### src/rtl/otbn_loop_prefetch_ctrl.sv
// Hardware-loop stack for OTBN: tracks nested LOOP/LOOPI bodies, feeds the prefetch
// loop hints to fetch and redirects the PC on committed end-of-body instructions.
module otbn_loop_prefetch_ctrl #(
    parameter int ImemSizeByte   = 4096,
    parameter int LoopStackDepth = 8,
    localparam int ImemAddrWidth = (ImemSizeByte > 1) ? $clog2(ImemSizeByte) : 1
) (
    input  logic                     clk_i,
    input  logic                     rst_i,
    input  logic                     insn_valid_i,
    input  logic                     insn_stall_i,
    input  logic [ImemAddrWidth-1:0] insn_addr_i,
    input  logic                     loop_start_i,
    input  logic [11:0]              loop_bodysize_i,
    input  logic [31:0]              loop_iterations_i,
    input  logic                     state_reset_i,
    output logic                     loop_jump_o,
    output logic [ImemAddrWidth-1:0] loop_jump_addr_o,
    output logic                     prefetch_loop_active_o,
    output logic [31:0]              prefetch_loop_iterations_o,
    output logic [ImemAddrWidth:0]   prefetch_loop_end_addr_o,
    output logic [ImemAddrWidth-1:0] prefetch_loop_jump_addr_o,
    output logic                     loop_err_o,
    output logic [2:0]               loop_err_code_o
);

    localparam int CntWidth = $clog2(LoopStackDepth + 1);
    localparam logic [CntWidth-1:0]    CntFull   = CntWidth'(LoopStackDepth);
    localparam logic [ImemAddrWidth:0] ImemLimit = (ImemAddrWidth + 1)'(ImemSizeByte);

    typedef struct packed {
        logic [ImemAddrWidth-1:0] start_addr;
        logic [ImemAddrWidth:0]   end_addr;
        logic [31:0]              iter;
    } loop_entry_t;

    // The top entry lives in its own register so the prefetch hints come straight
    // from flops; the entries beneath it form a shift stack (below_q[0] is next).
    loop_entry_t         top_q;
    loop_entry_t         below_q [LoopStackDepth-1];
    logic [CntWidth-1:0] cnt_q;

    logic        active;
    logic        full;
    logic        commit;
    logic        at_end;
    logic        push_req;
    logic        do_push;
    logic        do_jump;
    logic        do_pop;
    logic [2:0]  err_code;
    logic [13:0] body_bytes;
    loop_entry_t new_entry;

    function automatic logic [2:0] push_check(
        input logic                   full_f,
        input logic                   active_f,
        input logic                   at_end_f,
        input logic [31:0]            iter_f,
        input logic [11:0]            bodysize_f,
        input logic [ImemAddrWidth:0] end_f,
        input logic [ImemAddrWidth:0] top_end_f
    );
        logic [2:0] code;
        if (full_f) begin
            code = 3'd1;
        end else if (iter_f == 32'd0) begin
            code = 3'd2;
        end else if (bodysize_f == 12'd0) begin
            code = 3'd3;
        end else if (end_f[ImemAddrWidth] || (end_f >= ImemLimit)) begin
            code = 3'd4;
        end else if (at_end_f || (active_f && (end_f >= top_end_f))) begin
            code = 3'd5;
        end else begin
            code = 3'd0;
        end
        return code;
    endfunction

    assign active   = (cnt_q != '0);
    assign full     = (cnt_q == CntFull);
    assign commit   = insn_valid_i & ~insn_stall_i;
    assign at_end   = commit & active & (insn_addr_i == top_q.end_addr[ImemAddrWidth-1:0]);
    assign push_req = commit & loop_start_i;

    assign body_bytes = {loop_bodysize_i, 2'b00};

    always_comb begin
        new_entry.start_addr = insn_addr_i + ImemAddrWidth'(4);
        new_entry.end_addr   = {1'b0, insn_addr_i} + (ImemAddrWidth + 1)'(body_bytes);
        new_entry.iter       = loop_iterations_i;
    end

    always_comb begin
        err_code = 3'd0;
        if (push_req) begin
            err_code = push_check(full, active, at_end, loop_iterations_i, loop_bodysize_i,
                                  new_entry.end_addr, top_q.end_addr);
        end
    end

    // A LOOP sitting on the end address is a nesting error, so end handling is skipped.
    assign do_push = push_req & (err_code == 3'd0);
    assign do_jump = at_end & ~loop_start_i & (top_q.iter > 32'd1);
    assign do_pop  = at_end & ~loop_start_i & ~(top_q.iter > 32'd1);

    assign loop_jump_o      = do_jump;
    assign loop_jump_addr_o = do_jump ? top_q.start_addr : '0;
    assign loop_err_o       = (err_code != 3'd0);
    assign loop_err_code_o  = err_code;

    assign prefetch_loop_active_o     = active;
    assign prefetch_loop_iterations_o = top_q.iter;
    assign prefetch_loop_end_addr_o   = top_q.end_addr;
    assign prefetch_loop_jump_addr_o  = top_q.start_addr;

    always_ff @(posedge clk_i or posedge rst_i) begin
        if (rst_i) begin
            cnt_q <= '0;
            top_q <= '0;
        end else if (state_reset_i) begin
            cnt_q <= '0;
            top_q <= '0;
        end else if (do_push) begin
            cnt_q <= cnt_q + CntWidth'(1);
            top_q <= new_entry;
        end else if (do_jump) begin
            top_q.iter <= top_q.iter - 32'd1;
        end else if (do_pop) begin
            cnt_q <= cnt_q - CntWidth'(1);
            top_q <= (cnt_q > CntWidth'(1)) ? below_q[0] : '0;
        end
    end

    // Entries beyond the occupancy count are don't-care, so the shift stack needs no reset.
    always_ff @(posedge clk_i) begin
        if (!state_reset_i) begin
            if (do_push) begin
                below_q[0] <= top_q;
                for (int i = 1; i < LoopStackDepth - 1; i++) begin
                    below_q[i] <= below_q[i-1];
                end
            end else if (do_pop) begin
                for (int i = 0; i < LoopStackDepth - 2; i++) begin
                    below_q[i] <= below_q[i+1];
                end
            end
        end
    end

endmodule
### config.mk
export PLATFORM = sky130hd
export DESIGN_NAME = otbn_loop_prefetch_ctrl
export DESIGN_NICKNAME = d
export VERILOG_FILES = /design/src/rtl/otbn_loop_prefetch_ctrl.sv
export SDC_FILE = /design/constraint.sdc
export NUM_CORES = 1
export LEC_CHECK = 0
export BUFFER_PORTS_ARGS = -buffer_cell sky130_fd_sc_hd__buf_4
export CAP_MARGIN = 20
export CORE_MARGIN = 4
export CORE_UTILIZATION = 55
export DETAILED_ROUTE_END_ITERATION = 8
export GPL_ROUTABILITY_DRIVEN = 0
export HOLD_SLACK_MARGIN = 0.12
export PLACE_DENSITY = 0.82
export SYNTH_ARGS = -nofsm -noshare
export SYNTH_HDL_FRONTEND = slang
export SYNTH_SLANG_ARGS = --single-unit
### constraint.sdc
create_clock -name clk_i -period 24.3 [get_ports clk_i]
set_clock_uncertainty 0.2 [all_clocks]
set_input_delay 4.86 -clock clk_i [delete_from_list [all_inputs] [get_ports clk_i]]
set_output_delay 4.86 -clock clk_i [all_outputs]
set_load 0.01 [all_outputs]
==> results.sh <==
export IMPL_max_freq_mhz=72.3
export IMPL_layout_drive_gt1_share_pct=10.7
export IMPL_final_common_cell="nand2_1"
export IMPL_finalNonFillerCells=2778
export IMPL_r2r_cells=10
export IMPL_cts_tree="yes"
export IMPL_power_internal_mw=1.34
export IMPL_ys_ff_latch=460
export IMPL_finalSetupViolCount=0
export IMPL_drtAntennaViolNets=0
export IMPL_timing_final_crit_share_pct=56.9
export IMPL_power_frac_clock_pct=41.0
export IMPL_vias=16219
export IMPL_reg2reg_slack_ps=17720
export IMPL_r2r_end="below_q[0][24]"
export IMPL_crit_type="primary input to output pin"
export IMPL_maxSlewHeadroom_pct=26.4
export IMPL_syn2layout_area_growth_pct=12.7
export IMPL_port_buffers=136
export IMPL_fin_setup_tns_ps=0
export IMPL_ctsHtreeMaxLevel=2
export IMPL_worstMarginPinSlew_ps=1100
export IMPL_nets=2317
export IMPL_start_kind="primary input"
export IMPL_postCtsSetupRepairBufs=0
export IMPL_grtUsageTotal_pct=23.7
export IMPL_drt_wl_total_um=51600
export IMPL_r2r_start="prefetch_loop_iterations_o[22]"
export IMPL_hold_buffers=0
export IMPL_max_stage_delay_ps=440
export IMPL_grt_remaining_overflow=0
export IMPL_syn_avg_cell_area_um2=10.0
export IMPL_post_cts_resized=0
export IMPL_row_count=72
export IMPL_hold_path_end="below_q[6][48]"
export IMPL_grt_max_degree=251
export IMPL_post_place_ws_ps=10590
export IMPL_cp_max_fo=7
export IMPL_antenna_found_initial=2
export IMPL_nFillCells=2959
export IMPL_postSynthCellCount=2142
export IMPL_hold_depth=0
export IMPL_worstHoldStart="below_q[5][48]"
export IMPL_synth_edf_count=399
export IMPL_synth_ff_type="edfxtp_1"
export IMPL_crit_family="compound AO/OA/AOI/OAI gates"
export IMPL_yosysWarnings=0
export IMPL_slowest_stage="or4_1"
export IMPL_syn_num_nets=2234
export IMPL_drc=0
export IMPL_outcome="finished clean"
export IMPL_core_um2=38600
export IMPL_synth_seq_area_share_pct=62.8
export IMPL_timing_final_ws_setup_ps=10480
export IMPL_cts_made_buffers=45
export IMPL_syn_area_um2=21500
export IMPL_dpl_cell_count=2695
export IMPL_async_reset_ff_share_pct=13.3
export IMPL_dp_hpwl_um=32500
export IMPL_seq_area_um2=13500
export IMPL_post_drt_wl_per_cell_um=18.6
export IMPL_p_leak_nw=10.2
export IMPL_min_path_type="flip-flop to flip-flop"
export IMPL_finalHoldViolations=0
export IMPL_clk_pin_slew_ps=60
export IMPL_grt_pass1_vias=15953
export IMPL_cp_arrival_ps=8760
export IMPL_drt_initial_drc_count=1776
export IMPL_insertion_delay_ps=560
export IMPL_irDropWorstVdd_mv=0.0527
export IMPL_seq_power_share_pct=50.5
export IMPL_cts_root_buf="clkbuf_16"
export IMPL_fin_total_pwr_mw=1.74
export IMPL_design_die_area_um2=42300
export IMPL_fin_util_pct=62.7
export IMPL_power_switching_share_pct=23.1
export IMPL_boundaryPins=137
export IMPL_powerDensity_nw_per_um2=71.8
export IMPL_drt_pass1_iter_count=7
export IMPL_start_util_pct=55.7
export IMPL_grt_first_pass_wirelength_um=81200
export IMPL_cp_required_ps=19240
export IMPL_drt_vias_per_instance=5.84
export IMPL_crit_path_end_kind="output pin"
export IMPL_cts_buffer_depth=3
export IMPL_multi_input_area_um2=7270
export IMPL_finalCriticalPeriod_ps=13820
export IMPL_die_h_um=206
export IMPL_ys_types=52
export IMPL_n_antenna_cell=0
export IMPL_die_w_um=206
export IMPL_combPwrFrac_pct=8.5
export IMPL_cp_buffers_inverters=2
export IMPL_drv_slew=0
export IMPL_rsz0062_at_grt="no"
export IMPL_power_switching_mw=0.403
export IMPL_mostFrequentLayoutCells="nand2_1, edfxtp_1, buf_4, nor2_1, a21oi_1"
export IMPL_crit_chain="buf_4, ha_1, and3_1, a221o_1, or4_1, a41o_1, a21oi_1, xnor2_1, ha_1, a21o_1, a21oi_1, nand4_1, o31ai_1, nand4_1, nor2_1, o21bai_1, buf_4"
export IMPL_cap_violations=0
export IMPL_numClockSinks=460
## layout make-up
class / instances / area share (%)
repair buffers: 159 / 5.11
flip-flops and latches: 460 / 55.7
clock inverters: 24 / 1.11
clock buffers: 58 / 5.02
inverters: 25 / 0.387
well taps: 518 / 2.67
multi-input cells: 1534 / 30.0
## per-stage QoR
step / instance area (um2) / hold WS [ps]
5_1_grt: 24200 / 256
4_1_cts: 24200 / 250
2_1_floorplan: 21500 / 226
6_report: 24200 / 249
3_3_place_gp: 22700 / 229
3_5_place_dp: 22700 / 231
## worst max-delay path by stage
stage	from	end	slack, ps	cells after the start
after global routing	insn_addr_i[5]	loop_err_o	10230	17
after CTS	insn_addr_i[5]	loop_err_o	10550	17
after detailed placement	insn_addr_i[5]	loop_err_o	10590	17
final	insn_addr_i[5]	loop_err_o	10480	17
after global placement	insn_addr_i[4]	loop_err_o	10620	17
after floorplan	insn_addr_i[4]	below_q[0][0]	4910	18
## power by group through the flow
stage                     Clock (mW)  Combinational, mW  Sequential, mW
after floorplan                    0             0.0932           0.895
after global routing           0.753              0.161           0.880
final                          0.715              0.148           0.879
after detailed placement           0              0.143           0.895
after CTS                      0.720              0.144           0.879
after global placement             0              0.138           0.895
## cells in the mapped netlist, types with 29 or more instances
cell type / count / share of area, %
a21o_1: 35 / 1.2
a21oi_1: 78 / 1.8
buf_2: 41 / 0.95
clkbuf_1: 55 / 0.96
dfrtp_1: 61 / 7.1
edfxtp_1: 399 / 56
ha_1: 29 / 1.7
nand2_1: 968 / 17
nand3_1: 47 / 1.1
nor2_1: 87 / 1.5
nor3_1: 33 / 0.77
o21ai_0: 31 / 0.72
## registers in the layout, summed over array words and instances, names as in the netlist
register                    cells
prefetch_loop_jump_addr_o      12
prefetch_loop_end_addr_o       13
prefetch_loop_iterations_o     32
cnt_q                           4
below_q                       399
## routing by layer
layer	routed length, um	vias up	track usage [%]
met5	0	-	0
li1	-	7504	-
met2	25100	731	38.9
met1	20100	7814	30.8
met3	3800	170	4.21
met4	2510	0	11.3
## logic make-up after synthesis
kind of cell,after synthesis,synth area share [%]
AOI/OAI and AO/OA,235,6.97
buffers and inverters,148,3.69
and+or+nand+nor,1234,23.3
adders and majority gates,30,1.78
xor gates and xnor gates,34,1.38
muxes,1,0.0465
DFF,460,62.8
Power figures use the tool's default switching activity.
